$ cat src/rtl/vga_pkg.sv
// Shared VGA raster constants, game-state field widths and the sync-window helper.
// Timing values here are the 640x480@60 defaults; the top may override them.
package vga_pkg;

    localparam int H_ACTIVE_DEF = 640;
    localparam int H_FP_DEF     = 16;
    localparam int H_SYNC_DEF   = 96;
    localparam int H_BP_DEF     = 48;
    localparam int V_ACTIVE_DEF = 480;
    localparam int V_FP_DEF     = 10;
    localparam int V_SYNC_DEF   = 2;
    localparam int V_BP_DEF     = 33;
    localparam int CLK_DIV_DEF  = 1;
    localparam logic SYNC_POL_DEF = 1'b0;

    localparam int H_TOTAL_DEF      = H_ACTIVE_DEF + H_FP_DEF + H_SYNC_DEF + H_BP_DEF;
    localparam int V_TOTAL_DEF      = V_ACTIVE_DEF + V_FP_DEF + V_SYNC_DEF + V_BP_DEF;
    localparam int H_SYNC_START_DEF = H_ACTIVE_DEF + H_FP_DEF;
    localparam int H_SYNC_END_DEF   = H_SYNC_START_DEF + H_SYNC_DEF;
    localparam int V_SYNC_START_DEF = V_ACTIVE_DEF + V_FP_DEF;
    localparam int V_SYNC_END_DEF   = V_SYNC_START_DEF + V_SYNC_DEF;

    localparam int CNT_W     = 10;
    localparam int MAX_TOTAL = 1 << CNT_W;

    localparam int INV_ARRAY_W = 20;
    localparam int INV_LINE_W  = 4;
    localparam int SHIP_X_W    = 5;
    localparam int BULLET_X_W  = 5;
    localparam int BULLET_Y_W  = 4;

    typedef struct packed {
        logic [INV_ARRAY_W-1:0] inv_array;
        logic [INV_LINE_W-1:0]  inv_line;
        logic [SHIP_X_W-1:0]    ship_x;
        logic [BULLET_X_W-1:0]  bullet_x;
        logic [BULLET_Y_W-1:0]  bullet_y;
        logic                   bullet_flying;
    } game_state_t;

    // Half-open window [lo, hi) used for both sync pulses.
    function automatic logic in_window(logic [CNT_W-1:0] v, int lo, int hi);
        return (int'(v) >= lo) && (int'(v) < hi);
    endfunction

endpackage

$ cat src/rtl/vga_axis_counter.sv
// One raster axis: wrapping counter with enable, carry-out and a registered sync output
// that always describes the count held in the same cycle.
module vga_axis_counter
    import vga_pkg::*;
#(
    parameter int   TOTAL      = H_TOTAL_DEF,
    parameter int   SYNC_START = H_SYNC_START_DEF,
    parameter int   SYNC_END   = H_SYNC_END_DEF,
    parameter logic SYNC_POL   = SYNC_POL_DEF
) (
    input  logic             clk,
    input  logic             clr_i,
    input  logic             en_i,
    output logic [CNT_W-1:0] cnt_o,
    output logic [CNT_W-1:0] cnt_d_o,
    output logic             carry_o,
    output logic             sync_o
);

    logic [CNT_W-1:0] cnt_q, cnt_d;
    logic             sync_q, sync_d;

    assign carry_o = en_i && (cnt_q == CNT_W'(TOTAL - 1));

    always_comb begin
        cnt_d = cnt_q;
        if (en_i) begin
            cnt_d = carry_o ? '0 : cnt_q + CNT_W'(1);
        end
        // Sync is decoded from the next count so it lands in the same cycle as the count.
        sync_d = in_window(cnt_d, SYNC_START, SYNC_END) ? SYNC_POL : ~SYNC_POL;
    end

    // NOTE: sequential state uses non-blocking assignments so every flop samples
    // pre-edge values; blocking here would create order-dependent simulation races.
    always_ff @(posedge clk) begin
        if (clr_i) begin
            cnt_q  <= '0;
            sync_q <= ~SYNC_POL;
        end else begin
            cnt_q  <= cnt_d;
            sync_q <= sync_d;
        end
    end

    assign cnt_o   = cnt_q;
    assign cnt_d_o = cnt_d;
    assign sync_o  = sync_q;

endmodule

$ cat src/rtl/vga_timing_gen.sv
// VGA raster generator: pixel prescaler, x/y counters, syncs, display window, and a
// once-per-frame snapshot of the game-state bus taken at the start of vertical blanking.
module vga_timing_gen
    import vga_pkg::*;
#(
    parameter int   H_ACTIVE = H_ACTIVE_DEF,
    parameter int   H_FP     = H_FP_DEF,
    parameter int   H_SYNC   = H_SYNC_DEF,
    parameter int   H_BP     = H_BP_DEF,
    parameter int   V_ACTIVE = V_ACTIVE_DEF,
    parameter int   V_FP     = V_FP_DEF,
    parameter int   V_SYNC   = V_SYNC_DEF,
    parameter int   V_BP     = V_BP_DEF,
    parameter int   CLK_DIV  = CLK_DIV_DEF,
    parameter logic SYNC_POL = SYNC_POL_DEF
) (
    input  logic                   clk,
    input  logic                   clr,
    input  logic [INV_ARRAY_W-1:0] invArray_in,
    input  logic [INV_LINE_W-1:0]  invLine_in,
    input  logic [SHIP_X_W-1:0]    shipX_in,
    input  logic [BULLET_X_W-1:0]  bulletX_in,
    input  logic [BULLET_Y_W-1:0]  bulletY_in,
    input  logic                   bulletFlying_in,
    output logic [CNT_W-1:0]       VGAx,
    output logic [CNT_W-1:0]       VGAy,
    output logic                   hsync,
    output logic                   vsync,
    output logic                   display_on,
    output logic                   pix_tick,
    output logic                   frame_tick,
    output logic [INV_ARRAY_W-1:0] invArray,
    output logic [INV_LINE_W-1:0]  invLine,
    output logic [SHIP_X_W-1:0]    shipX,
    output logic [BULLET_X_W-1:0]  bulletX,
    output logic [BULLET_Y_W-1:0]  bulletY,
    output logic                   bulletFlying
);

    localparam int H_TOTAL = H_ACTIVE + H_FP + H_SYNC + H_BP;
    localparam int V_TOTAL = V_ACTIVE + V_FP + V_SYNC + V_BP;
    localparam int DIV_W   = (CLK_DIV > 1) ? $clog2(CLK_DIV) : 1;

    if (H_TOTAL > MAX_TOTAL || V_TOTAL > MAX_TOTAL) begin : g_bad_total
        $error("vga_timing_gen: H_TOTAL/V_TOTAL exceed counter range");
    end
    if (CLK_DIV < 1) begin : g_bad_div
        $error("vga_timing_gen: CLK_DIV must be at least 1");
    end

    logic [DIV_W-1:0] div_q, div_d;
    logic             pix_tick_q, pix_tick_d;
    logic [CNT_W-1:0] h_cnt_d, v_cnt_d;
    logic             h_carry, v_carry_unused;
    logic             display_on_q, display_on_d;
    logic             frame_tick_q, frame_tick_d;
    game_state_t      state_q, state_d, state_in;

    always_comb begin
        div_d      = pix_tick_q ? '0 : div_q + DIV_W'(1);
        pix_tick_d = (div_d == DIV_W'(CLK_DIV - 1));
    end

    vga_axis_counter #(
        .TOTAL      (H_TOTAL),
        .SYNC_START (H_ACTIVE + H_FP),
        .SYNC_END   (H_ACTIVE + H_FP + H_SYNC),
        .SYNC_POL   (SYNC_POL)
    ) u_h_axis (
        .clk     (clk),
        .clr_i   (clr),
        .en_i    (pix_tick_q),
        .cnt_o   (VGAx),
        .cnt_d_o (h_cnt_d),
        .carry_o (h_carry),
        .sync_o  (hsync)
    );

    vga_axis_counter #(
        .TOTAL      (V_TOTAL),
        .SYNC_START (V_ACTIVE + V_FP),
        .SYNC_END   (V_ACTIVE + V_FP + V_SYNC),
        .SYNC_POL   (SYNC_POL)
    ) u_v_axis (
        .clk     (clk),
        .clr_i   (clr),
        .en_i    (h_carry),
        .cnt_o   (VGAy),
        .cnt_d_o (v_cnt_d),
        .carry_o (v_carry_unused),
        .sync_o  (vsync)
    );

    assign state_in = {invArray_in, invLine_in, shipX_in, bulletX_in, bulletY_in, bulletFlying_in};

    always_comb begin
        display_on_d = (h_cnt_d < CNT_W'(H_ACTIVE)) && (v_cnt_d < CNT_W'(V_ACTIVE));
        // A line wrap out of the last active line is the only way to reach (0, V_ACTIVE).
        frame_tick_d = h_carry && (VGAy == CNT_W'(V_ACTIVE - 1));
        state_d      = frame_tick_d ? state_in : state_q;
    end

    always_ff @(posedge clk) begin
        if (clr) begin
            div_q        <= '0;
            pix_tick_q   <= (CLK_DIV == 1);
            display_on_q <= 1'b1;
            frame_tick_q <= 1'b0;
            state_q      <= '0;
        end else begin
            div_q        <= div_d;
            pix_tick_q   <= pix_tick_d;
            display_on_q <= display_on_d;
            frame_tick_q <= frame_tick_d;
            state_q      <= state_d;
        end
    end

    assign display_on   = display_on_q;
    assign pix_tick     = pix_tick_q;
    assign frame_tick   = frame_tick_q;
    assign invArray     = state_q.inv_array;
    assign invLine      = state_q.inv_line;
    assign shipX        = state_q.ship_x;
    assign bulletX      = state_q.bullet_x;
    assign bulletY      = state_q.bullet_y;
    assign bulletFlying = state_q.bullet_flying;

endmodule

$ cat config.mk
export PLATFORM = sky130hd
export DESIGN_NAME = vga_timing_gen
export DESIGN_NICKNAME = d
export VERILOG_FILES = /design/src/rtl/vga_pkg.sv /design/src/rtl/vga_axis_counter.sv /design/src/rtl/vga_timing_gen.sv
export SDC_FILE = /design/constraint.sdc
export NUM_CORES = 1
export LEC_CHECK = 0
export ABC_CLOCK_PERIOD_IN_PS = 2860
export CORE_MARGIN = 5
export CORE_UTILIZATION = 46
export DETAILED_ROUTE_END_ITERATION = 8
export GPL_ROUTABILITY_DRIVEN = 0
export GPL_TIMING_DRIVEN = 0
export HOLD_SLACK_MARGIN = 0.06
export PLACE_DENSITY = 0.81
export SKIP_CTS_REPAIR_TIMING = 1
export SYNTH_ARGS = -nofsm -noshare
export SYNTH_HDL_FRONTEND = slang
export SYNTH_HIERARCHICAL = 1
export SYNTH_SLANG_ARGS = --single-unit
export TNS_END_PERCENT = 50
$ cat constraint.sdc
create_clock -name clk -period 2.86 [get_ports clk]
set_input_delay 0.286 -clock clk [delete_from_list [all_inputs] [get_ports clk]]
set_output_delay 0.286 -clock clk [all_outputs]
set_load 0.01 [all_outputs]
### Word level (Yosys, flattened, before mapping)

Index checks and enable logic that the tools add are counted.

| word-level totals | value |
|---|---|
| register bits | 65 |
| ROM bits | 0 |
| RAM bits | 0 |
| output and inout port bits | 64 |
| bits in latches | 0 |
| memories | 0 |

| operators by class | value |
|---|---|
| equality and inequality tests | 3 |
| bitwise logic cells | 1 |
| multiplexer cells | 7 |
| $add $sub $neg | 3 |
| div/mod/pow operators | 0 |
| reduce and logical (&&, ||, !) cells | 6 |
| $lt $le $gt $ge | 6 |
| $mul | 0 |
| shift operators | 0 |

Operators with widths:

| kind | count |
|---|---|
| $mux W10 | 4 |
| $add A10 B1 Y10 const B | 2 |
| $eq A10 B10 Y1 const B | 2 |
| $lt A10 B10 Y1 const B | 2 |
| $lt A10 B9 Y1 const B | 2 |
| $eq A10 B9 Y1 const B | 1 |
| $ge A10 B10 Y1 const B | 1 |
| $ge A10 B9 Y1 const B | 1 |
| $logic_and A1 B1 Y1 | 6 |
| $mux W1 | 3 |
| $add A1 B1 Y1 const B | 1 |
| $not A1 Y1 | 1 |

### Logic depth before layout (Yosys ltp)

Gate-level depths: netlist (run 1).

| depth | value |
|---|---|
| depth in word-level cells | 8 |
| mapped depth | 10 |
| depth with buffers taken out | 8 |

### Cells and area by module

The synthesis (run 1) kept the hierarchy.

Modules (own cells, without submodules):

| module | cells each | area each (sq um) | sequential area each (sq um) | instances |
|---|---|---|---|---|
| vga_timing_gen | 184 | 1873.0 | 860.8 | 1 |
| vga_axis_counter (u_v_axis) | 76 | 661.9 | 220.2 | 1 |
| vga_axis_counter (u_h_axis) | 66 | 565.5 | 220.2 | 1 |

### Worst setup path after synthesis (run 1)

No wires, ideal clock.

| timing | value |
|---|---|
| path kind | reg-to-reg |
| start point | register u_h_axis.cnt_q[8], in the netlist u_h_axis/cnt_o[8] |
| end point | register state_q (netlist bit bulletX[0]) |
| path slack | 0.628 ns |
| cell stages (with the launch flop) | 9 |
| data arrival time | 2.160 ns |
| buffers on the path | 3 |
| setup time | 0.072 ns |
| cells stage by stage | dfxtp_1 nor4bb_2 nor4bb_1 buf_2 nand4_1 nor3_2 buf_4 buf_6 mux2i_1 |

| between the ends | value |
|---|---|
| cells in the longest elaborated chain, start to end | 3 |

RTL lines:

| element | RTL line | RTL |
|---|---|---|
| start: declaration | vga_axis_counter.sv:20 | `logic [CNT_W-1:0] cnt_q, cnt_d;` |
| start signal: assignment | vga_axis_counter.sv:41 | `cnt_q <= cnt_d;` |
| $eq A10 B10 Y1 | vga_axis_counter.sv:23 | `assign carry_o = en_i && (cnt_q == CNT_W'(TOTAL - 1));` |
| $logic_and A1 B1 Y1 | vga_axis_counter.sv:23 |  |
| net h_carry | vga_timing_gen.sv:54 | `logic h_carry, v_carry_unused;` |
| $logic_and A1 B1 Y1 | vga_timing_gen.sv:99 | `frame_tick_d = h_carry && (VGAy == CNT_W'(V_ACTIVE - 1));` |
| end signal: assignment | vga_timing_gen.sv:115 | `state_q <= state_d;` |
| end: declaration | vga_timing_gen.sv:57 | `game_state_t state_q, state_d, state_in;` |

The timed path passes the listed nets, and every way through them passes these cells.
A chain may end at the register's enable or synchronous reset.

### Final worst setup path (run 1)

| timing | value |
|---|---|
| start point | register u_h_axis.cnt_q[0], in the netlist u_h_axis/cnt_o[0] |
| end point | register state_q (netlist bit bulletY[0]) |

The elaborated chain is that of the path after synthesis.

==> impl_metrics.env, run 1 <==
export IMPL_status="completed"
export IMPL_clkTransAtPathRegs_ns=0.07
export IMPL_n_antenna_cell=0
export IMPL_grt_pass1_vias=2538
export IMPL_hold_viol_final=0
export IMPL_initial_core_util=0.4781
export IMPL_grt_max_degree=16
export IMPL_crit_type="flip-flop to flip-flop"
export IMPL_synth_warnings=6
export IMPL_die_width_um=91.70
export IMPL_hpwl_um=5722
export IMPL_timing_fmax_ghz=0.3816
export IMPL_syn_cell_area_mm2=0.003070
export IMPL_max_slew_margin=0.7012
export IMPL_p_leak_nw=1.563
export IMPL_pin_count=105
export IMPL_viasPerCell=5.010
export IMPL_critical_path_required_ns=3.11
export IMPL_finClkSkew_ns=0.007234
export IMPL_cts_htree_levels=3
export IMPL_final_antenna_net_count=0
export IMPL_clock_sinks=65
export IMPL_cts_buffers=9
export IMPL_holdCritPathClass="flip-flop to flip-flop"
export IMPL_fp_dieArea_mm2=0.008409
export IMPL_finalPower_mw=1.688
export IMPL_cts_buffer_depth=2
export IMPL_rows=29
export IMPL_powerDensity_mw_per_mm2=386.7
export IMPL_syn_inst=318
export IMPL_grt_ovfl_total=0
export IMPL_cap_viol_max_count=0
export IMPL_wl_per_cell_um=15.00
export IMPL_holdWs_ns=0.4379
export IMPL_max_vdd_ir_drop_uv=242.2
export IMPL_tightest_slew_ns=0.4482
export IMPL_slew_violations=0
export IMPL_insertion_delay_ns=0.32
export IMPL_cp_max_fo=15
export IMPL_root_buffer="clkbuf_8"
export IMPL_dr_pass1_iters=4
export IMPL_drt_iter0_markers=72
export IMPL_avgSynthCellArea_um2=9.655
export IMPL_cts_tree="yes"
export IMPL_areaGrowthSynthToFinish_pct=42.18
export IMPL_grt_usage=0.1798
export IMPL_antenna_found_initial=0
export IMPL_io_buffers=104
export IMPL_fin_crit_sh=0.9163
export IMPL_cp_arrival_ns=2.87
export IMPL_drc=0
export IMPL_coreArea_mm2=0.006422
export IMPL_syn_nets=362
export IMPL_vias=2580
export IMPL_fin_crit_ns=2.621
export IMPL_fin_nets=477
export IMPL_fill_cells=548
export IMPL_die_h_um=91.70
export IMPL_crit_path_end_kind="flip-flop"
export IMPL_wl_um=7727
export IMPL_grt_pass1_wl_um=12500
export IMPL_finalSetupViolCount=0
export IMPL_layout_drive_gt1_share=0.07534
export IMPL_start_kind="flip-flop"
-- final timing paths --
path	startpoint	depth (start not counted)	end	slack, ns
worst max-delay path	u_h_axis/cnt_o[0]	8	bulletY[0]	0.24
worst max register to register	u_h_axis/cnt_o[0]	8	bulletY[0]	0.24
worst min-delay path	div_q	1	pix_tick	0.44
worst min register to register	div_q	1	pix_tick	0.44
-- sequential cells by signal (all words and copies together) (netlist names) --
name / count
u_h_axis/sync_o: 1
u_h_axis/cnt_o: 10
invArray: 20
frame_tick: 1
bulletY: 4
u_v_axis/sync_o: 1
bulletX: 5
invLine: 4
shipX: 5
div_q: 1
u_v_axis/cnt_o: 10
display_on: 1
bulletFlying: 1
pix_tick: 1
-- cell type report --
type	instances	area [µm²]	area share
clock buffers	12	135.1	0.03095
clock inverters	4	20.02	0.004586
multi-input cells	227	1643	0.3763
flip-flops and latches	65	1301	0.2981
well taps	77	96.34	0.02207
plain buffers	19	102.6	0.02350
inverters	7	26.28	0.006019
repair buffers	104	1041	0.2385
-- cell usage in the layout (no fill, tap or decap), drive strengths merged, types with 5 or more instances in the layout --
cell	n
nor3	11
and2	5
clkbuf	23
nand4	10
xnor2	5
mux2i	41
nor2	13
inv	7
nor2b	5
dfxtp	65
nand2b	80
clkdlybuf4s50	104
xor2	7
buf	8
nand2	11
-- stage by stage --
| stage | std cells | setup WS [ns] | utilization | TNS (ns) | instance area (µm²) |
|---|---|---|---|---|---|
| 6_report | 515 | 0.2394 | 0.6797 | 0 | 4365 |
| 5_1_grt | 515 | -0.01587 | 0.6797 | -0.03159 | 4365 |
| 4_1_cts | 515 | 0.2087 | 0.6793 | 0 | 4363 |
| 3_5_place_dp | 499 | 0.2480 | 0.6552 | 0 | 4208 |
| 3_3_place_gp | 499 | 0.2825 | 0.6552 | 0 | 4208 |
| 2_1_floorplan | 318 | 0.6384 | - | 0 | 3070 |
-- critical path, stage by stage, from the launching register on --
cell,delay (ns)
dfxtp_1,0.44
ha_1,0.31
nor4bb_1,0.33
clkbuf_4,0.31
nand4_1,0.17
nor3_2,0.31
buf_4,0.28
buf_6,0.20
mux2i_1,0.20
-- report_power, final --
| part | leakage [nW] | switching [mW] | internal [mW] | total [mW] |
|---|---|---|---|---|
| registers | 0.524 | 0.00575 | 0.908 | 0.914 |
| clock network | 0.0839 | 0.334 | 0.310 | 0.644 |
| logic | 0.955 | 0.0440 | 0.0855 | 0.129 |
-- per-layer routing --
metal / track usage / wire, µm
met5: 0 / 0
met1: 0.2347 / 3497
met2: 0.2897 / 3668
met4: 0.06807 / 116
met3: 0.04173 / 445
(Power assumes the default switching activity.)
==> run 2: changes to the inputs <==
--- a/config.mk
+++ b/config.mk
@@ -7,15 +7,14 @@
 export LEC_CHECK = 0
 export ABC_CLOCK_PERIOD_IN_PS = 2860
 export CORE_MARGIN = 5
-export CORE_UTILIZATION = 46
+export CORE_UTILIZATION = 43
 export DETAILED_ROUTE_END_ITERATION = 8
 export GPL_ROUTABILITY_DRIVEN = 0
 export GPL_TIMING_DRIVEN = 0
 export HOLD_SLACK_MARGIN = 0.06
-export PLACE_DENSITY = 0.81
+export PLACE_DENSITY = 0.79
 export SKIP_CTS_REPAIR_TIMING = 1
 export SYNTH_ARGS = -nofsm -noshare
 export SYNTH_HDL_FRONTEND = slang
-export SYNTH_HIERARCHICAL = 1
 export SYNTH_SLANG_ARGS = --single-unit
 export TNS_END_PERCENT = 50
==> run 2 against run 1 <==
Compared with the run above:
- cell count is 0.97% higher
- final area shrank 8.8%
- hold slack better by 0.0081 ns
- critical path depth did not move
- via count up 2.6%
- register-to-register slack better by 0.04 ns
- clock skew up 0.0027 ns
- clock power up 6.1%
- fmax increased by 1.5%
- largest cell class is now flip-flops and latches
- highest routed layer unchanged
==> impl_metrics.env, run 2 <==
export IMPL_rr_worst_depth=8
export IMPL_status="completed"
export IMPL_fp_dieArea_mm2=0.007889
export IMPL_final_area_mm2=0.003981
export IMPL_start_kind="flip-flop"
export IMPL_seq_area_mm2=0.001301
export IMPL_grt_max_degree=11
export IMPL_final_antenna_net_count=0
export IMPL_syn_nets=369
export IMPL_grt_pass1_vias=2552
export IMPL_synth_main_ff_cell="dfxtp_1"
export IMPL_areaGrowthSynthToFinish_pct=49.04
export IMPL_fin_crit_sh=0.9029
export IMPL_cts_htree_levels=3
export IMPL_ys_ff_latch=65
export IMPL_cap_viol_max_count=0
export IMPL_async_flop_share=0
export IMPL_holdCritPathClass="flip-flop to flip-flop"
export IMPL_max_slew_margin=0.5415
export IMPL_switching_power_uw=358.5
export IMPL_finClkSkew_ns=0.009945
export IMPL_cts_buffers=9
export IMPL_die_width_um=88.82
export IMPL_timing_fmax_ghz=0.3872
export IMPL_synth_top_area_frac=0.4871
export IMPL_critPathLaunch="u_h_axis.cnt_o[0]"
export IMPL_fill_cells=513
export IMPL_p_leak_nw=1.319
export IMPL_cpPeakStageDelay_ns=0.59
export IMPL_rrSetupSlack_ns=0.28
export IMPL_max_vdd_ir_drop_uv=383.4
export IMPL_coreArea_mm2=0.005991
export IMPL_most_common_layout_cells="clkdlybuf4s50_1, nand2_1, dfxtp_1"
export IMPL_crit_path_end_kind="flip-flop"
export IMPL_p_sw_frac=0.2122
export IMPL_holdPathEnd="pix_tick"
export IMPL_avgSynthCellArea_um2=8.219
export IMPL_die_h_um=88.82
export IMPL_synth_edf_count=0
export IMPL_crit_type="flip-flop to flip-flop"
export IMPL_crit_reg2reg_capture="invArray[4]"
export IMPL_fin_nets=484
export IMPL_insertion_delay_ns=0.32
export IMPL_r2r_start="u_h_axis.cnt_o[0]"
export IMPL_grt_usage=0.1892
export IMPL_cp_max_fo=10
export IMPL_sequentialPowerShare=0.541
export IMPL_n_antenna_cell=0
export IMPL_cts_buffer_depth=2
export IMPL_synth_cell_types=41
export IMPL_rsz0062_at_grt="no"
export IMPL_synth_top_area_cell="dfxtp_1"
export IMPL_dr_pass1_iters=4
export IMPL_grt_ovfl_total=0
export IMPL_rows=28
export IMPL_synth_warnings=0
export IMPL_powerDensity_mw_per_mm2=424.5
export IMPL_hold_depth=1
export IMPL_hp_start="div_q"
export IMPL_largest_reg_flops=20
export IMPL_critical_path_required_ns=3.04
export IMPL_grt_pass1_wl_um=11770
export IMPL_cp_arrival_ns=2.76
export IMPL_tightest_slew_ns=0.6840
export IMPL_syn_inst=325
export IMPL_initial_core_util=0.4459
export IMPL_critPathBufInv=2
export IMPL_layout_drive_gt1_share=0.05393
export IMPL_io_buffers=104
export IMPL_cts_tree="yes"
export IMPL_clkPwrFrac=0.404
export IMPL_slew_violations=0
export IMPL_root_buffer="clkbuf_8"
export IMPL_clock_sinks=65
export IMPL_hpwl_um=5518
export IMPL_yosysMostFrequentCell="nand2_1"
export IMPL_ys_top_cells_by_area="dfxtp_1, nand2_1, a21oi_1, nand4_1, nor2_1"
export IMPL_pin_count=105
export IMPL_syn_cell_area_mm2=0.002671
export IMPL_clkTransAtPathRegs_ns=0.06
export IMPL_drc=0
export IMPL_cp_slowest_cell="nor3_2"
export IMPL_p_comb_frac=0.054
export IMPL_hold_viol_final=0
export IMPL_fin_crit_ns=2.582
export IMPL_wl_per_cell_um=14.13
export IMPL_fin_setup_tns_ns=0
export IMPL_ys_seq_area_frac=0.4871
export IMPL_finalSetupViolCount=0
export IMPL_antenna_found_initial=0
export IMPL_cell_internal_pwr_mw=1.331
export IMPL_ys_top_cells_by_count="nand2_1, dfxtp_1, a21oi_1"
export IMPL_wl_um=7345
export IMPL_drt_iter0_markers=126
export IMPL_vias=2647
export IMPL_multi_input_area_mm2=0.001256
export IMPL_path_delay_family="simple AND/OR/NAND/NOR gates"
export IMPL_viasPerCell=5.090
export IMPL_critical_path_cell_chain="ha_1, nand3_1, nor3_2, nand4_1, buf_2, clkbuf_1, nand2_1, a21oi_1"
export IMPL_place_area_mm2=0.003806
export IMPL_layout_commonest_cell="clkdlybuf4s50_1"
-- run 2: layer usage --
metal / GRT usage / vias to the layer above / share of wire
li1: - / 1337 / -
met1: 0.2339 / 1224 / 0.43
met2: 0.3171 / 77 / 0.48
met3: 0.04283 / 9 / 0.074
met4: 0.07692 / 0 / 0.010
met5: 0 / - / 0
-- run 2: cell families after synthesis --
| group | Yosys count | synth area share |
|---|---|---|
| XOR/XNOR | 14 | 0.04590 |
| flip-flops | 65 | 0.4871 |
| multiplexers | 2 | 0.007494 |
| buffers and inverters | 25 | 0.04262 |
| adder cells (fa/ha/maj) | 3 | 0.01405 |
| AND/OR/NAND/NOR | 160 | 0.2899 |
| AO/OA/AOI/OAI | 56 | 0.1129 |
-- run 2: through the flow --
stage               total power [mW]  setup WS, ns    util  std cells  hold slack [ns]
floorplan                     0.9554        0.8598       -        325           0.4104
CTS                            1.712        0.2824  0.6646        520           0.4510
detailed placement             1.027        0.3154  0.6353        504           0.4389
global route                   1.764       0.06226  0.6646        520           0.4646
global placement               1.026        0.3513  0.6353        504           0.4237
finish                         1.690        0.2776  0.6646        520           0.4460
-- run 2: final cells by class --
type | instances | share of cell area
sequential | 65 | 0.3268
multi-input combinational | 235 | 0.3155
timing repair buffer | 104 | 0.2615
clock buffer | 14 | 0.04085
tap | 75 | 0.02357
buffer | 19 | 0.02294
inverter | 6 | 0.005657
clock inverter | 2 | 0.003143
-- run 2: how the worst max path moves through the flow --
stage               slack, ns  cells past startpoint     endpoint
finish                   0.28                      8  invArray[4]
global route             0.06                      8  invArray[5]
CTS                      0.28                      8  invArray[4]
detailed placement       0.32                      8  invArray[1]
global placement         0.35                      8  invArray[5]
floorplan                0.86                      8  invArray[1]
-- run 2: power groups by stage --
stage               registers (mW)  clock network, mW  logic [mW]
detailed placement           0.935                  0      0.0921
finish                       0.915              0.683      0.0919
global route                 0.915              0.751      0.0976
CTS                          0.914              0.705      0.0929
global placement             0.935                  0      0.0907
floorplan                    0.935                  0      0.0201
